`config.mk`:
```
export PLATFORM = sky130hd
export DESIGN_NAME = result_pipeline
export DESIGN_NICKNAME = d
export VERILOG_FILES = /design/src/rtl/result_pipeline.sv
export SDC_FILE = /design/constraint.sdc
export NUM_CORES = 1
export LEC_CHECK = 0
export ABC_AREA = 1
export BUFFER_PORTS_ARGS = -buffer_cell sky130_fd_sc_hd__buf_2
export CAP_MARGIN = 40
export CORE_AREA = 3 3 237 239
export CTS_CLUSTER_SIZE = 20
export DETAILED_ROUTE_END_ITERATION = 7
export DIE_AREA = 0 0 240 242
export PLACE_DENSITY = 0.53
export SLEW_MARGIN = 20
export SYNTH_ARGS = -nofsm -noshare
export SYNTH_HDL_FRONTEND = slang
export SYNTH_SLANG_ARGS = --single-unit
```
`constraint.sdc`:
```
create_clock -name clk -period 2.4 [get_ports clk]
set_input_delay 0.48 -clock clk [delete_from_list [all_inputs] [get_ports clk]]
set_output_delay 0.48 -clock clk [all_outputs]
set_load 0.02 [all_outputs]
```
`src/rtl/result_pipeline.sv`:
```
// EX/MEM and MEM/WB pipeline registers with a data-memory handshake, timeout abort and stall/freeze controls.
// Optional macro RESULT_PIPE_LOAD_FWD_EN: MEM_WB_ALUResult carries wb_data so loads forward from MEM/WB.
`timescale 1ns/1ps
module result_pipeline #(
  parameter int MEM_TIMEOUT = 16
) (
  input  logic        clk,
  input  logic        reset,
  input  logic        ex_valid,
  input  logic [63:0] ex_alu_result,
  input  logic [63:0] ex_store_data,
  input  logic [4:0]  ex_rd,
  input  logic        ex_reg_write,
  input  logic        ex_mem_read,
  input  logic        ex_mem_write,
  input  logic        ex_mem_to_reg,
  input  logic [4:0]  id_rs1,
  input  logic [4:0]  id_rs2,
  output logic        mem_req,
  output logic        mem_we,
  output logic [63:0] mem_addr,
  output logic [63:0] mem_wdata,
  input  logic        mem_ready,
  input  logic [63:0] mem_rdata,
  output logic [63:0] EX_MEM_ALUResult,
  output logic [4:0]  EX_MEM_RegisterRd,
  output logic        EX_MEM_RegWrite,
  output logic [63:0] MEM_WB_ALUResult,
  output logic [63:0] MEM_WB_mem_readData,
  output logic [4:0]  MEM_WB_RegisterRd,
  output logic        MEM_WB_RegWrite,
  output logic [63:0] wb_data,
  output logic        load_use_stall,
  output logic        mem_freeze,
  output logic        mem_error
);
  localparam logic RUN  = 1'b0;
  localparam logic WAIT = 1'b1;

  logic        exm_valid_reg;
  logic [63:0] exm_alu_reg;
  logic [63:0] exm_store_reg;
  logic [4:0]  exm_rd_reg;
  logic        exm_reg_write_reg;
  logic        exm_mem_read_reg;
  logic        exm_mem_write_reg;
  logic        exm_mem_to_reg_reg;

  logic [63:0] mwb_alu_reg;
  logic [63:0] mwb_rdata_reg;
  logic [4:0]  mwb_rd_reg;
  logic        mwb_reg_write_reg;
  logic        mwb_mem_to_reg_reg;

  logic        state_reg, state_next;
  logic [7:0]  wait_cnt_reg, wait_cnt_next;
  logic        timeout;
  logic [9:0]  id_rs_flat;
  logic [1:0]  rs_hit;

  assign mem_req   = exm_valid_reg & (exm_mem_read_reg | exm_mem_write_reg);
  assign mem_we    = exm_mem_write_reg;
  assign mem_addr  = exm_alu_reg;
  assign mem_wdata = exm_store_reg;

  // The RUN cycle that issued the request is the first wait cycle, so WAIT's count lags by one.
  assign timeout    = mem_req & (state_reg == WAIT) & ~mem_ready &
                      (wait_cnt_reg == 8'(MEM_TIMEOUT - 2));
  assign mem_freeze = mem_req & ~mem_ready & ~timeout;
  assign mem_error  = timeout;

  assign id_rs_flat = {id_rs2, id_rs1};
  for (genvar gi = 0; gi < 2; gi++) begin : g_rs_hit
    assign rs_hit[gi] = (id_rs_flat[gi*5 +: 5] == ex_rd);
  end

  assign load_use_stall = reset & ex_valid & ex_mem_read & ex_reg_write &
                          (ex_rd != 5'd0) & (|rs_hit) & ~mem_freeze;

  always_comb begin
    state_next    = state_reg;
    wait_cnt_next = wait_cnt_reg;
    case (state_reg)
      RUN: begin
        if (mem_req && !mem_ready) begin
          state_next    = WAIT;
          wait_cnt_next = 8'd0;
        end
      end
      default: begin
        if (mem_ready || timeout) state_next = RUN;
        else                      wait_cnt_next = wait_cnt_reg + 8'd1;
      end
    endcase
  end

  always_ff @(posedge clk or negedge reset) begin
    if (!reset) begin
      state_reg    <= RUN;
      wait_cnt_reg <= 8'd0;
    end else begin
      state_reg    <= state_next;
      wait_cnt_reg <= wait_cnt_next;
    end
  end

  always_ff @(posedge clk or negedge reset) begin
    if (!reset) begin
      exm_valid_reg      <= 1'b0;
      exm_alu_reg        <= '0;
      exm_store_reg      <= '0;
      exm_rd_reg         <= '0;
      exm_reg_write_reg  <= 1'b0;
      exm_mem_read_reg   <= 1'b0;
      exm_mem_write_reg  <= 1'b0;
      exm_mem_to_reg_reg <= 1'b0;
    end else if (!mem_freeze) begin
      exm_valid_reg      <= ex_valid;
      exm_alu_reg        <= ex_valid ? ex_alu_result : '0;
      exm_store_reg      <= ex_valid ? ex_store_data : '0;
      exm_rd_reg         <= ex_valid ? ex_rd : '0;
      exm_reg_write_reg  <= ex_valid & ex_reg_write;
      exm_mem_read_reg   <= ex_valid & ex_mem_read;
      exm_mem_write_reg  <= ex_valid & ex_mem_write;
      exm_mem_to_reg_reg <= ex_valid & ex_mem_to_reg;
    end
  end

  // A frozen cycle retires nothing: MEM/WB takes an all-zero bubble.
  always_ff @(posedge clk or negedge reset) begin
    if (!reset) begin
      mwb_alu_reg        <= '0;
      mwb_rdata_reg      <= '0;
      mwb_rd_reg         <= '0;
      mwb_reg_write_reg  <= 1'b0;
      mwb_mem_to_reg_reg <= 1'b0;
    end else if (mem_freeze) begin
      mwb_alu_reg        <= '0;
      mwb_rdata_reg      <= '0;
      mwb_rd_reg         <= '0;
      mwb_reg_write_reg  <= 1'b0;
      mwb_mem_to_reg_reg <= 1'b0;
    end else begin
      mwb_alu_reg        <= exm_alu_reg;
      mwb_rdata_reg      <= (exm_valid_reg & exm_mem_read_reg & mem_ready) ? mem_rdata : '0;
      mwb_rd_reg         <= exm_rd_reg;
      mwb_reg_write_reg  <= exm_valid_reg & exm_reg_write_reg & ~timeout;
      mwb_mem_to_reg_reg <= exm_valid_reg & exm_mem_to_reg_reg;
    end
  end

  assign EX_MEM_ALUResult    = exm_alu_reg;
  assign EX_MEM_RegisterRd   = exm_rd_reg;
  assign EX_MEM_RegWrite     = exm_valid_reg & exm_reg_write_reg;
  assign MEM_WB_mem_readData = mwb_rdata_reg;
  assign MEM_WB_RegisterRd   = mwb_rd_reg;
  assign MEM_WB_RegWrite     = mwb_reg_write_reg;
  assign wb_data             = mwb_mem_to_reg_reg ? mwb_rdata_reg : mwb_alu_reg;

`ifdef RESULT_PIPE_LOAD_FWD_EN
  assign MEM_WB_ALUResult = wb_data;
`else
  assign MEM_WB_ALUResult = mwb_alu_reg;
`endif

endmodule

```
# == After elaboration in Yosys (flattened, before gate mapping) ==
# Index checks and enable logic that the tools add are counted.
# op_classes
addsub,1
n_eq_ne,4
muxes,16
bitwise,25
reduce_logical,7
# ops
cell,count
$mux 64,6
$mux 8,3
$and 1x1->1,21
$eq 5x5->1,2
$mux 5,2
$add 8x1->8 const B,1
$eq 8x4->1 const B,1
$mux 1,5
$reduce_bool 5->1,1
$not 1->1,3
$ne 2x2->1 const B,1
$reduce_and 2->1,1
$reduce_bool 2->1,1
$reduce_or 2->1,1
$logic_and 1x1->1,1
$logic_not 1->1,1
$logic_or 1x1->1,1
$or 1x1->1,1
# totals
register_bits,282
output_inout_bits,401

# == Depth between registers and ports, before layout ==
# depth
word_depth,9
mapped_depth,11
mapped_depth_nobuf,9

# == Worst setup path before layout ==
# Ideal clock, no wire load.
# synth_path
kind,reg2out
startpoint,register wait_cnt_reg[0]
endpoint,output port load_use_stall
arrival_ps,1581
required_ps,1920
setup_slack_ps,339
path_stages_with_launch,11
path_buffers,2
path_cell_list,dfrtp_1 -> inv_1 -> ha_1 -> nand2_1 -> nor2_1 -> nand2_1 -> nand2_2 -> buf_6 -> buf_6 -> nand3_1 -> a21oi_1
# synth_via
elab_chain_len,6
# synth_rtl
item,line,source
start: declaration,56,"logic [7:0] wait_cnt_reg, wait_cnt_next;"
start signal: assignment,103,wait_cnt_reg <= wait_cnt_next;
$eq 8x4->1,68,(wait_cnt_reg == 8'(MEM_TIMEOUT - 2));
$and 1x1->1,67,assign timeout = mem_req & (state_reg == WAIT) & ~mem_ready &
$not 1->1,69,assign mem_freeze = mem_req & ~mem_ready & ~timeout;
$and 1x1->1,69,
$not 1->1,78,(ex_rd != 5'd0) & (|rs_hit) & ~mem_freeze;
$and 1x1->1,78,
end: declaration,33,"output logic load_use_stall,"
# Every way passes these cells.

# == Final worst setup path ==
# layout_path
startpoint,register mwb_mem_to_reg_reg
endpoint,output port wb_data[3]
# layout_via
elab_chain_len,1
# layout_rtl
item,line,source
start: declaration,53,logic mwb_mem_to_reg_reg;
start signal: assignment,148,mwb_mem_to_reg_reg <= exm_valid_reg & exm_mem_to_reg_reg;
$mux 64,158,assign wb_data = mwb_mem_to_reg_reg ? mwb_rdata_reg : mwb_alu_reg;
end: declaration,32,"output logic [63:0] wb_data,"
# Every way passes these cells.

==> run_results.csv <==
group,metric,value,unit
global_route,antenna_found_initial,3,
sta,grt_setup_unrepaired,"yes",
detailed_routing,drtAntennaViolNets,0,
floorplanning,core_area,54000,µm²
yosys,yosysMostFrequentCell,"dfrtp_1",
layout,drive_gt1_share,47.2,%
worst_setup_path,cp.required,1.92,ns
global_route,grt_pass1_vias,10400,
pwr,p_leak,9.54,nW
global_route,grt_usage,13.6,%
detailed_routing,vias_per_cell,4.09,
yosys,synth_cells,1225,
cts,cts_tree,"yes",
yosys,seq_area_frac_synth,58.8,%
yosys,yosysUniqueCellTypes,25,
detailed_routing,drt-total-wl,40700,µm
sta,fin_tns_setup,0,ns
yosys,ys_ff_latch,282,
placed_design,place_congestion,0.783,
sta,max_slew_margin,33.5,%
cts,h-tree-depth,2,
detailed_routing,drt_pass1_iterations,4,
sta,period_share,96.0,%
floorplanning,die_x,240,µm
yosys,synth-main-ff-cell,"dfrtp_1",
yosys,synth_area,12000,µm²
cts,cts-buffers-inserted,34,
worst_setup_path,cp_data_arrival_time,1.82,ns
cts,cts_max_path_buffers,3,
placed_design,dpl-instance-area,15400,µm²
detailed_routing,wire_per_inst,16.3,µm
sta,hold_slack,0.158,ns
sta,skew,0.0318,ns
sta,maxSlewViolCount,0,
sta,fin_crit,2.30,ns
floorplanning,die_h,242,µm
run,cap_violations,0,
sta,hold_viol_final,0,
sta,setup_viol,0,
layout,nets,1990,
detailed_routing,drc,0,
yosys,ys_warn_count,0,
placed_design,hpwl,30600,µm
floorplanning,die_area,58100,µm²
pwr,p_per_area,767,nW/µm²
cts,clk_pin_slew_worst_paths,0.06,ns
status,status,"finished clean",
global_route,grt-ovfl-total,0,
layout,stdcell_area,16600,µm²
worst_setup_path,crit_path_start_kind,"flop",
floorplanning,start_util,22.2,%
worst_setup_path,end_kind,"primary output",
yosys,yosysTopAreaCellShare,58.8,%
detailed_routing,vias,10200,
floorplanning,fp-row-count,85,
cts,cts_root_buf,"clkbuf_16",
placed_design,io_buffer_count,615,
layout,area_delta_synth_final,38.4,%
placed_design,dp_cells,2427,
yosys,synthArstFlopShare,100,%
yosys,syn_avg_cell_area,9.80,µm²
sta,worstMarginPinSlew,0.998,ns
layout,final_cell_count_no_fill,2494,
global_route,grt_max_degree,163,
layout,final_util,30.8,%
worst_setup_path,path_max_fanout,26,
yosys,synth_edf_count,0,
yosys,ys_top_cells_by_count,"282 x dfrtp_1, 204 x nand2_1, 156 x inv_1, 141 x nand3_1, 87 x nor2_1",
yosys,syn_nets,1442,
cts,cts.sinks,282,
hold_path,hp-class,"in -> reg",
floorplanning,ios,616,
pwr,irDropWorstVdd,0.414,mV
sta,max_freq,434,MHz
yosys,yosys.area.top_type,"dfrtp_1",
worst_setup_path,path_class,"reg -> out",
yosys,synth_area_leaders,"dfrtp_1 59%, nand2_1 6.4%, mux2_2 6.0%",
detailed_routing,drt-initial-drc-count,329,
cts,clock_insertion_delay_worst_skew,0.53,ns
global_route,grt_pass1_wl,62000,µm
[area by class of cell]
type / count / area (µm²)
sequential: 282 / 7060
multi-input combinational: 654 / 3500
inverter: 160 / 606
clock buffer: 49 / 1020
timing repair buffer: 641 / 3440
tap: 696 / 871
antenna: 1 / 2.50
clock inverter: 11 / 111
fill: 5755 / 37400
[what timing repair did]
item                                    4_1_cts  5_1_grt
endpoints found under the hold margin         5        0
setup buffers                                 4        1
hold buffers                                  1        0
gates resized for setup                       4        7
endpoints found under the setup margin       65        3
pin swaps                                     0        2
[power breakdown]
group | switching [mW] | leakage [nW] | internal [mW]
logic | 1.47 | 5.26 | 0.778
registers | 0.241 | 3.72 | 5.06
clock network | 2.02 | 0.562 | 3.16
total | 3.73 | 9.54 | 9.00
[layer usage]
metal	global-route usage [%]	up-vias	routed length, µm
li1	-	4837	-
met1	15.8	4900	16100
met2	23.9	404	20200
met3	4.23	65	3480
met4	3.85	2	916
met5	0	-	9
[layout by cell type, fill, tap and decap left out, types with 5 or more instances in the layout]
cell type	n
nand3_1	139
mux2_2	64
clkbuf_1	5
nand2_1	203
buf_12	12
buf_2	612
clkbuf_8	9
nor2_2	71
buf_4	14
inv_1	155
nor2_1	85
o21ai_0	65
clkinv_2	7
o21ai_1	5
clkbuf_16	35
o21ai_2	6
dfrtp_1	280
[through the flow]
step / total power [mW] / setup slack, ns
detailed placement: 7.65 / 0.380
global placement: 7.63 / 0.401
CTS: 13.0 / 0.0191
finish: 12.7 / 0.0964
floorplan: 6.71 / 0.339
global route: 13.4 / -0.0181
[logic make-up after synthesis]
logic type	after synthesis	synth area share [%]
XOR/XNOR	4	0.292
adder cells (fa/ha/maj)	2	0.208
buffers and inverters	289	12.4
flip-flops	282	58.8
AO/OA/AOI/OAI	77	3.40
multiplexers	64	6.00
AND/OR/NAND/NOR	507	18.9
[path summary, 6_finish.rpt]
check                      cells past startpoint                       to  slack, ns                from
hold / removal                                 3  MEM_WB_mem_readData[58]       0.16       mem_rdata[58]
min in group asynchronous                      3            mem_wdata[39]       0.57               reset
setup / recovery                               4               wb_data[3]        0.1  mwb_mem_to_reg_reg
max in group asynchronous                      3      EX_MEM_ALUResult[3]       0.91               reset
hold reg to reg                                2            mem_wdata[44]       0.48       mem_wdata[44]
setup reg to reg                              11      EX_MEM_ALUResult[3]       0.38     wait_cnt_reg[0]
[critical path, cell delays in order, from the launching register on]
cell and delay, ns:
dfrtp_4 0.44, buf_12 0.12, buf_12 0.17, mux2_2 0.36, buf_2 0.16
Note: power is estimated with default switching activity, not from simulation.
